[src/rtl/cpu_pkg.sv]
// Shared core constants: datapath width, canonical NOP and default boot address.
package cpu_pkg;

  localparam int unsigned     XLEN             = 32;
  localparam logic [XLEN-1:0] NOP_INSTR        = 32'h0000_0013;
  localparam logic [XLEN-1:0] DEFAULT_RESET_PC = 32'h0000_0000;

endpackage

[src/rtl/fetch_stage_if.sv]
// Instruction memory port: word address out, synchronous-read data back one cycle later.
interface fetch_stage_if
  import cpu_pkg::*;
#(
  parameter int unsigned AW = 12
);

  logic [AW-1:0]   imem_addr;
  logic [XLEN-1:0] imem_rdata;

  modport master (output imem_addr, input  imem_rdata);
  modport slave  (input  imem_addr, output imem_rdata);

endinterface

[src/rtl/fetch_perf_counters.sv]
// Fetch performance counters: delivered instructions, stall cycles and flush cycles.
module fetch_perf_counters
  import cpu_pkg::*;
(
  input  logic            clk,
  input  logic            rst,
  input  logic            valid_EX,
  input  logic            stall_FETCH,
  input  logic            redirect_EX,
  output logic [XLEN-1:0] perf_instr_cnt,
  output logic [XLEN-1:0] perf_stall_cnt,
  output logic [XLEN-1:0] perf_flush_cnt
);

  logic [XLEN-1:0] instr_cnt_q, instr_cnt_d;
  logic [XLEN-1:0] stall_cnt_q, stall_cnt_d;
  logic [XLEN-1:0] flush_cnt_q, flush_cnt_d;

  always_comb begin
    instr_cnt_d = instr_cnt_q;
    stall_cnt_d = stall_cnt_q;
    flush_cnt_d = flush_cnt_q;
    if (valid_EX && !stall_FETCH)    instr_cnt_d = instr_cnt_q + XLEN'(1);
    if (stall_FETCH && !redirect_EX) stall_cnt_d = stall_cnt_q + XLEN'(1);
    if (redirect_EX)                 flush_cnt_d = flush_cnt_q + XLEN'(1);
  end

  always_ff @(posedge clk) begin
    if (rst) begin
      instr_cnt_q <= '0;
      stall_cnt_q <= '0;
      flush_cnt_q <= '0;
    end else begin
      instr_cnt_q <= instr_cnt_d;
      stall_cnt_q <= stall_cnt_d;
      flush_cnt_q <= flush_cnt_d;
    end
  end

  assign perf_instr_cnt = instr_cnt_q;
  assign perf_stall_cnt = stall_cnt_q;
  assign perf_flush_cnt = flush_cnt_q;

endmodule

[src/rtl/fetch_stage.sv]
// RV32 instruction fetch: owns the PC, drives sync-read IMEM, handles stall and EX redirect.
// Define FETCH_PERF_EN to add the perf_* counter outputs.
module fetch_stage
  import cpu_pkg::*;
#(
  parameter int unsigned     IMEM_DEPTH = 4096,
  parameter logic [XLEN-1:0] RESET_PC   = DEFAULT_RESET_PC
)(
  input  logic            clk,
  input  logic            rst,
  input  logic            stall_FETCH,
  input  logic            redirect_EX,
  input  logic [XLEN-1:0] redirect_pc_EX,
  fetch_stage_if.master   imem,
  output logic [XLEN-1:0] instr_EX,
  output logic [XLEN-1:0] pc_EX,
  output logic            valid_EX,
  output logic            misalign_err
`ifdef FETCH_PERF_EN
  ,
  output logic [XLEN-1:0] perf_instr_cnt,
  output logic [XLEN-1:0] perf_stall_cnt,
  output logic [XLEN-1:0] perf_flush_cnt
`endif
);

  localparam int unsigned AW = $clog2(IMEM_DEPTH);

  logic [XLEN-1:0] pc_f_q, pc_f_d;
  logic [XLEN-1:0] pc_d_q, pc_d_d;
  logic            valid_d_q, valid_d_d;
  logic            misalign_err_q, misalign_err_d;
  logic [XLEN-1:0] tgt;
  logic            valid_c;

  assign tgt = {redirect_pc_EX[XLEN-1:2], 2'b00};

  // Next-state: redirect beats stall beats sequential advance
  always_comb begin
    pc_f_d         = pc_f_q;
    pc_d_d         = pc_d_q;
    valid_d_d      = valid_d_q;
    misalign_err_d = misalign_err_q;
    if (redirect_EX) begin
      pc_d_d    = tgt;
      pc_f_d    = tgt + XLEN'(4);
      valid_d_d = 1'b1;
      if (redirect_pc_EX[1:0] != 2'b00) misalign_err_d = 1'b1;
    end else if (!stall_FETCH) begin
      pc_d_d    = pc_f_q;
      pc_f_d    = pc_f_q + XLEN'(4);
      valid_d_d = 1'b1;
    end
  end

  always_ff @(posedge clk) begin
    if (rst) begin
      pc_f_q         <= RESET_PC;
      pc_d_q         <= RESET_PC;
      valid_d_q      <= 1'b0;
      misalign_err_q <= 1'b0;
    end else begin
      pc_f_q         <= pc_f_d;
      pc_d_q         <= pc_d_d;
      valid_d_q      <= valid_d_d;
      misalign_err_q <= misalign_err_d;
    end
  end

  // Stall re-reads the presented word so imem_rdata stays put
  always_comb begin
    imem.imem_addr = pc_f_q[AW+1:2];
    if (redirect_EX)      imem.imem_addr = tgt[AW+1:2];
    else if (stall_FETCH) imem.imem_addr = pc_d_q[AW+1:2];
  end

  // The word on imem_rdata during a redirect is wrong-path and gets squashed
  always_comb begin
    valid_c  = valid_d_q & ~redirect_EX;
    valid_EX = valid_c;
    instr_EX = valid_c ? imem.imem_rdata : NOP_INSTR;
    pc_EX    = pc_d_q;
  end

  assign misalign_err = misalign_err_q;

`ifdef FETCH_PERF_EN
  fetch_perf_counters u_perf (
    .clk            (clk),
    .rst            (rst),
    .valid_EX       (valid_c),
    .stall_FETCH    (stall_FETCH),
    .redirect_EX    (redirect_EX),
    .perf_instr_cnt (perf_instr_cnt),
    .perf_stall_cnt (perf_stall_cnt),
    .perf_flush_cnt (perf_flush_cnt)
  );
`endif

endmodule

[src/flat_wrapper.sv]
// flat-port wrapper written by rule: the top's interface ports become plain ports
module fetch_stage_flat import cpu_pkg::*;
#(
  parameter int unsigned     IMEM_DEPTH = 4096,
  parameter logic [XLEN-1:0] RESET_PC   = DEFAULT_RESET_PC
)
  (clk, rst, stall_FETCH, redirect_EX, redirect_pc_EX, instr_EX, pc_EX, valid_EX, misalign_err, imem_imem_addr, imem_imem_rdata);
  fetch_stage_if #(.AW(12)) imem_i ();
  input  logic clk;
  input  logic rst;
  input  logic stall_FETCH;
  input  logic redirect_EX;
  input  logic [XLEN-1:0] redirect_pc_EX;
  output logic [XLEN-1:0] instr_EX;
  output logic [XLEN-1:0] pc_EX;
  output logic valid_EX;
  output logic misalign_err;
  output wire logic [$bits(imem_i.imem_addr)-1:0] imem_imem_addr;
  input wire logic [$bits(imem_i.imem_rdata)-1:0] imem_imem_rdata;
  assign imem_imem_addr = imem_i.imem_addr;
  assign imem_i.imem_rdata = imem_imem_rdata;
  fetch_stage #(.IMEM_DEPTH(IMEM_DEPTH), .RESET_PC(RESET_PC)) u_core (.clk(clk), .rst(rst), .stall_FETCH(stall_FETCH), .redirect_EX(redirect_EX), .redirect_pc_EX(redirect_pc_EX), .imem(imem_i), .instr_EX(instr_EX), .pc_EX(pc_EX), .valid_EX(valid_EX), .misalign_err(misalign_err));
endmodule
[config.mk]
export PLATFORM = sky130hd
export DESIGN_NAME = fetch_stage_flat
export DESIGN_NICKNAME = d
export VERILOG_FILES = /design/src/rtl/cpu_pkg.sv /design/src/rtl/fetch_stage_if.sv /design/src/rtl/fetch_perf_counters.sv /design/src/rtl/fetch_stage.sv /design/src/flat_wrapper.sv
export SDC_FILE = /design/constraint.sdc
export NUM_CORES = 1
export LEC_CHECK = 0
export CAP_MARGIN = 25
export CORE_UTILIZATION = 49
export DETAILED_ROUTE_END_ITERATION = 8
export GPL_TIMING_DRIVEN = 1
export HOLD_SLACK_MARGIN = 0.05
export PLACE_DENSITY = 0.88
export SLEW_MARGIN = 30
export SYNTH_ARGS = -nofsm -noshare
export SYNTH_HDL_FRONTEND = slang
export SYNTH_SLANG_ARGS = --single-unit
[constraint.sdc]
create_clock -name clk -period 9.25 [get_ports clk]
set_input_delay 1.85 -clock clk [delete_from_list [all_inputs] [get_ports clk]]
set_output_delay 1.85 -clock clk [all_outputs]
set_load 0.05 [all_outputs]
# Word-level counts from Yosys, hierarchy flattened
# Index checks and enable logic that the tools add are counted.
# Widths: inputs -> output; s select.
# op_classes
addsub,2
mux,9
eq_ne,1
n_bitwise,2
reduce_logical,3
# ops
op,n
$mux 32,5
$add 32x3->32 const B,2
$mux 12,2
$mux 1,2
$ne 2x1->1 const B,1
$reduce_and 2->1,1
$reduce_bool 2->1,1
$reduce_or 2->1,1
$and 1x1->1,1
$not 1->1,1
# totals
in_bits,68
elab_cells,22
regBits,66

# Longest topological paths before layout
# logic_depth
word_depth,3
depth_mapped,16
depth_no_buf,9

# Least setup slack after synthesis
# No wires, ideal clock.
# synth_path
path_kind,input to output
from,in redirect_EX
to,out imem_imem_addr[10]
arrival_time_ns,3.969
slack_ns,3.431
cell_stages,7
path_cell_list,buf_6 > buf_4 > buf_2 > buf_2 > buf_2 > clkbuf_1 > o21ai_0
# synth_via
elab_chain_len,1
# synth_rtl
element,line_no,rtl
from (decl),flat_wrapper.sv:12,input logic redirect_EX;
$mux 12,fetch_stage.sv:73,if (redirect_EX) imem.imem_addr = tgt[AW+1:2];
to (decl),flat_wrapper.sv:18,output wire logic [$bits(imem_i.imem_addr)-1:0] imem_imem_addr;
# No other way between the ends.

# Worst setup path in the final report
# layout_path
from,in redirect_EX
to,out imem_imem_addr[11]
# The elaborated chain is that of the path after synthesis.

==> flow_metrics.env <==
export IMPL_crit_path_start="redirect_EX"
export IMPL_criticalPathCategory="input port to output pin"
export IMPL_sequentialPowerShare_pct=38.3
export IMPL_ctsRootBufferMaster="clkbuf_8"
export IMPL_dieArea_um2=8420
export IMPL_slew_viol_final=0
export IMPL_synth_common_cells="dfxtp_1, nor2_1, nand2_1, and2_1, nand3_1"
export IMPL_dr_max_layer_used="met4"
export IMPL_synth_top_area_cell="dfxtp_1"
export IMPL_cts_tree="done"
export IMPL_cap_violations=0
export IMPL_cts_buffers=9
export IMPL_synth_cell_types=47
export IMPL_start_kind="input port"
export IMPL_post_route_drc_count=0
export IMPL_intPower_w=0.000531
export IMPL_synth_edff_count=0
export IMPL_cp_top_family="buffers and inverters"
export IMPL_setup_tns_ps=0
export IMPL_met3WireLength_um=611
export IMPL_wirelength_mm=11.1
export IMPL_overflow=0
export IMPL_min_path_type="flip-flop to flip-flop"
export IMPL_multiInputGateArea_um2=2510
export IMPL_drive_gt1_share_pct=4.45
export IMPL_rsz0062_at_grt="no"
export IMPL_clk_latency_ps=340
export IMPL_yosysWarnings=0
export IMPL_dp_cells=715
export IMPL_area_growth_pct=41.0
export IMPL_path_buf_inv=3
export IMPL_status="complete, no violations"
export IMPL_holdBufCountCts=0
export IMPL_drt_iter0_markers=326
export IMPL_worstMarginPinSlew_ps=775
export IMPL_core_um2=7770
export IMPL_synth_top_area_share_pct=31.4
export IMPL_power_switching_w=0.000258
export IMPL_worst_slack_ps=3400
export IMPL_cellPowerDensity_nw_per_um2=142
export IMPL_combPwrFrac_pct=28.7
export IMPL_place_ws_ps=3210
export IMPL_cp_slowest_stage_delay_ps=850
export IMPL_grt_pass1_wl_mm=17.8
export IMPL_grt_max_degree=88
export IMPL_setup_viol=0
export IMPL_crit_fanout=87
export IMPL_hold_viol_final=0
export IMPL_start_util_pct=50.9
export IMPL_slew_limit_headroom_pct=48.4
export IMPL_critPathRequiredTime_ps=7400
export IMPL_instances_no_fill=731
export IMPL_synth_area_per_cell_um2=7.85
export IMPL_p_leak_nw=2.08
export IMPL_reg2reg_slack_ps=6150
export IMPL_synth_cells=503
export IMPL_period_share_pct=63.2
export IMPL_h_tree_depth=3
export IMPL_synthFlopType="dfxtp_1"
export IMPL_power_frac_clock_pct=33.1
export IMPL_clock_sink_count=62
export IMPL_wl_met1_mm=4.82
export IMPL_wl_per_cell_um=15.2
export IMPL_period_needed_ps=5850
export IMPL_via_count=4004
export IMPL_fmax_ghz=0.171
export IMPL_diodes=0
export IMPL_end_kind="output pin"
export IMPL_synthArstFlopShare_pct=0
export IMPL_portBuffers=143
export IMPL_crit_top_cell="buf_4"
export IMPL_critical_path_depth=5
export IMPL_first_pass_iters=5
export IMPL_grt_total_usage_pct=26.0
export IMPL_critPathArrivalTime_ps=4000
export IMPL_critPathSlowestCell="clkdlybuf4s50_1"
export IMPL_die_height_um=91.8
export IMPL_ir_drop_uv=79.3
export IMPL_postRouteAntennaNets=0
export IMPL_grt_pass1_vias=3659
export IMPL_gp_congestion=0.812
export IMPL_regToRegEndpoint="u_core.pc_f_q[24]$_SDFFE_PP0P_"
export IMPL_ioPinCount=146
export IMPL_nFillCells=613
export IMPL_path_cells="buf_4 -> buf_4 -> nand2_1 -> o21ai_0 -> clkdlybuf4s50_1"
export IMPL_viasPerCell=5.48
export IMPL_antenna_found_initial=0
export IMPL_reg2reg_depth=9
export IMPL_wl_met2_mm=5.59
export IMPL_r2r_start="u_core.pc_f_q[3]$_SDFFE_PP0P_"
export IMPL_yosysSeqAreaShare_pct=31.4
export IMPL_post_cts_resized=0
export IMPL_nets=693
export IMPL_crit_path_end="imem_imem_addr[11]"
export IMPL_synth_top_cells_by_area="dfxtp_1, mux2i_1, nor2_1, xnor2_1, and2_1"
export IMPL_post_cts_buffers=0
export IMPL_switching_share_pct=32.7
export IMPL_clockBufferDepth=2
export IMPL_ys_seq_elements=62
export IMPL_dpl_hpwl_mm=7.82
export IMPL_fin_worst_skew_ps=5.72
export IMPL_synth_most_common_cell="dfxtp_1"
export IMPL_synth_area_um2=3950
export IMPL_clk_pin_slew_ps=60
export IMPL_core_rowCount=32
export IMPL_regArea_um2=1240
export IMPL_die_w_um=91.8
-- power groups by stage --
stage | clock [W] | combinational, W | sequential [W]
after floorplan | 0 | 0.000114 | 0.000334
after global placement | 0 | 0.000220 | 0.000306
after detailed placement | 0 | 0.000225 | 0.000308
after CTS | 0.000262 | 0.000226 | 0.000302
after global routing | 0.000276 | 0.000239 | 0.000304
final | 0.000261 | 0.000226 | 0.000302
-- worst min path at each step --
stage                                startpoint                          endpoint  slack [ps]  cells after the start
3_3_place_gp   u_core.misalign_err$_SDFFE_PP0P_  u_core.misalign_err$_SDFFE_PP0P_         440                      2
5_1_grt        u_core.misalign_err$_SDFFE_PP0P_  u_core.misalign_err$_SDFFE_PP0P_         460                      2
6_report       u_core.misalign_err$_SDFFE_PP0P_  u_core.misalign_err$_SDFFE_PP0P_         450                      2
4_1_cts        u_core.misalign_err$_SDFFE_PP0P_  u_core.misalign_err$_SDFFE_PP0P_         450                      2
2_1_floorplan     u_core.valid_d_q$_SDFFE_PP0P_     u_core.valid_d_q$_SDFFE_PP0P_         430                      2
3_5_place_dp   u_core.misalign_err$_SDFFE_PP0P_  u_core.misalign_err$_SDFFE_PP0P_         440                      2
-- through the flow --
stage	cell area, um2	power, W	utilization, %	hold WS [ps]
after global routing	5570	0.000820	71.7	461
after floorplan	3950	0.000448	-	432
after detailed placement	5350	0.000532	68.8	444
final	5570	0.000789	71.7	449
after global placement	5350	0.000527	68.8	437
after CTS	5570	0.000790	71.6	453
-- cell type report --
type | count | share of cell area [%]
clock inverter | 2 | 0.674
tap | 102 | 2.29
inverter | 5 | 0.337
multi-input combinational | 399 | 45.1
timing repair buffer | 147 | 26.1
clock buffer | 14 | 3.28
sequential | 62 | 22.3
-- state kept, by name (all words and copies together) (netlist names) --
register             count
u_core.pc_EX            30
u_core.valid_d_q         1
u_core.misalign_err      1
u_core.pc_f_q           30
-- tightest hold or removal path, cell delays in order, from the launching register on --
cell and delay, ps:
dfxtp_1 310, inv_1 50, a21oi_1 50
-- cell families after synthesis --
| family | share of synthesized area [%] |
|---|---|
| flops | 31.4 |
| mux | 7.92 |
| fa+ha+maj | 0.317 |
| buf+inv | 5.16 |
| xor+xnor | 9.53 |
| simple gates | 31.2 |
| other cells | 0.0949 |
| compound gates | 14.3 |
-- routing by layer --
metal | up-vias | global-route usage (%)
met5 | - | 0
met4 | 0 | 5.47
met3 | 9 | 5.14
met2 | 125 | 43.9
met1 | 1883 | 34.5
li1 | 1987 | -
-- cell usage in the layout (no fill, tap or decap), drive strengths merged, types with 18 or more instances in the layout --
cell type / synthesis / layout
and2: 33 / 33
nand2: 40 / 40
a21oi: 21 / 21
o21ai: 21 / 21
nand3: 31 / 31
clkdlybuf4s50: 0 / 140
nor2: 59 / 59
dfxtp: 62 / 62
mux2i: 29 / 29
a211oi: 23 / 23
xor2: 18 / 18
xnor2: 25 / 25
No activity file was read; power rests on OpenSTA's default activity.
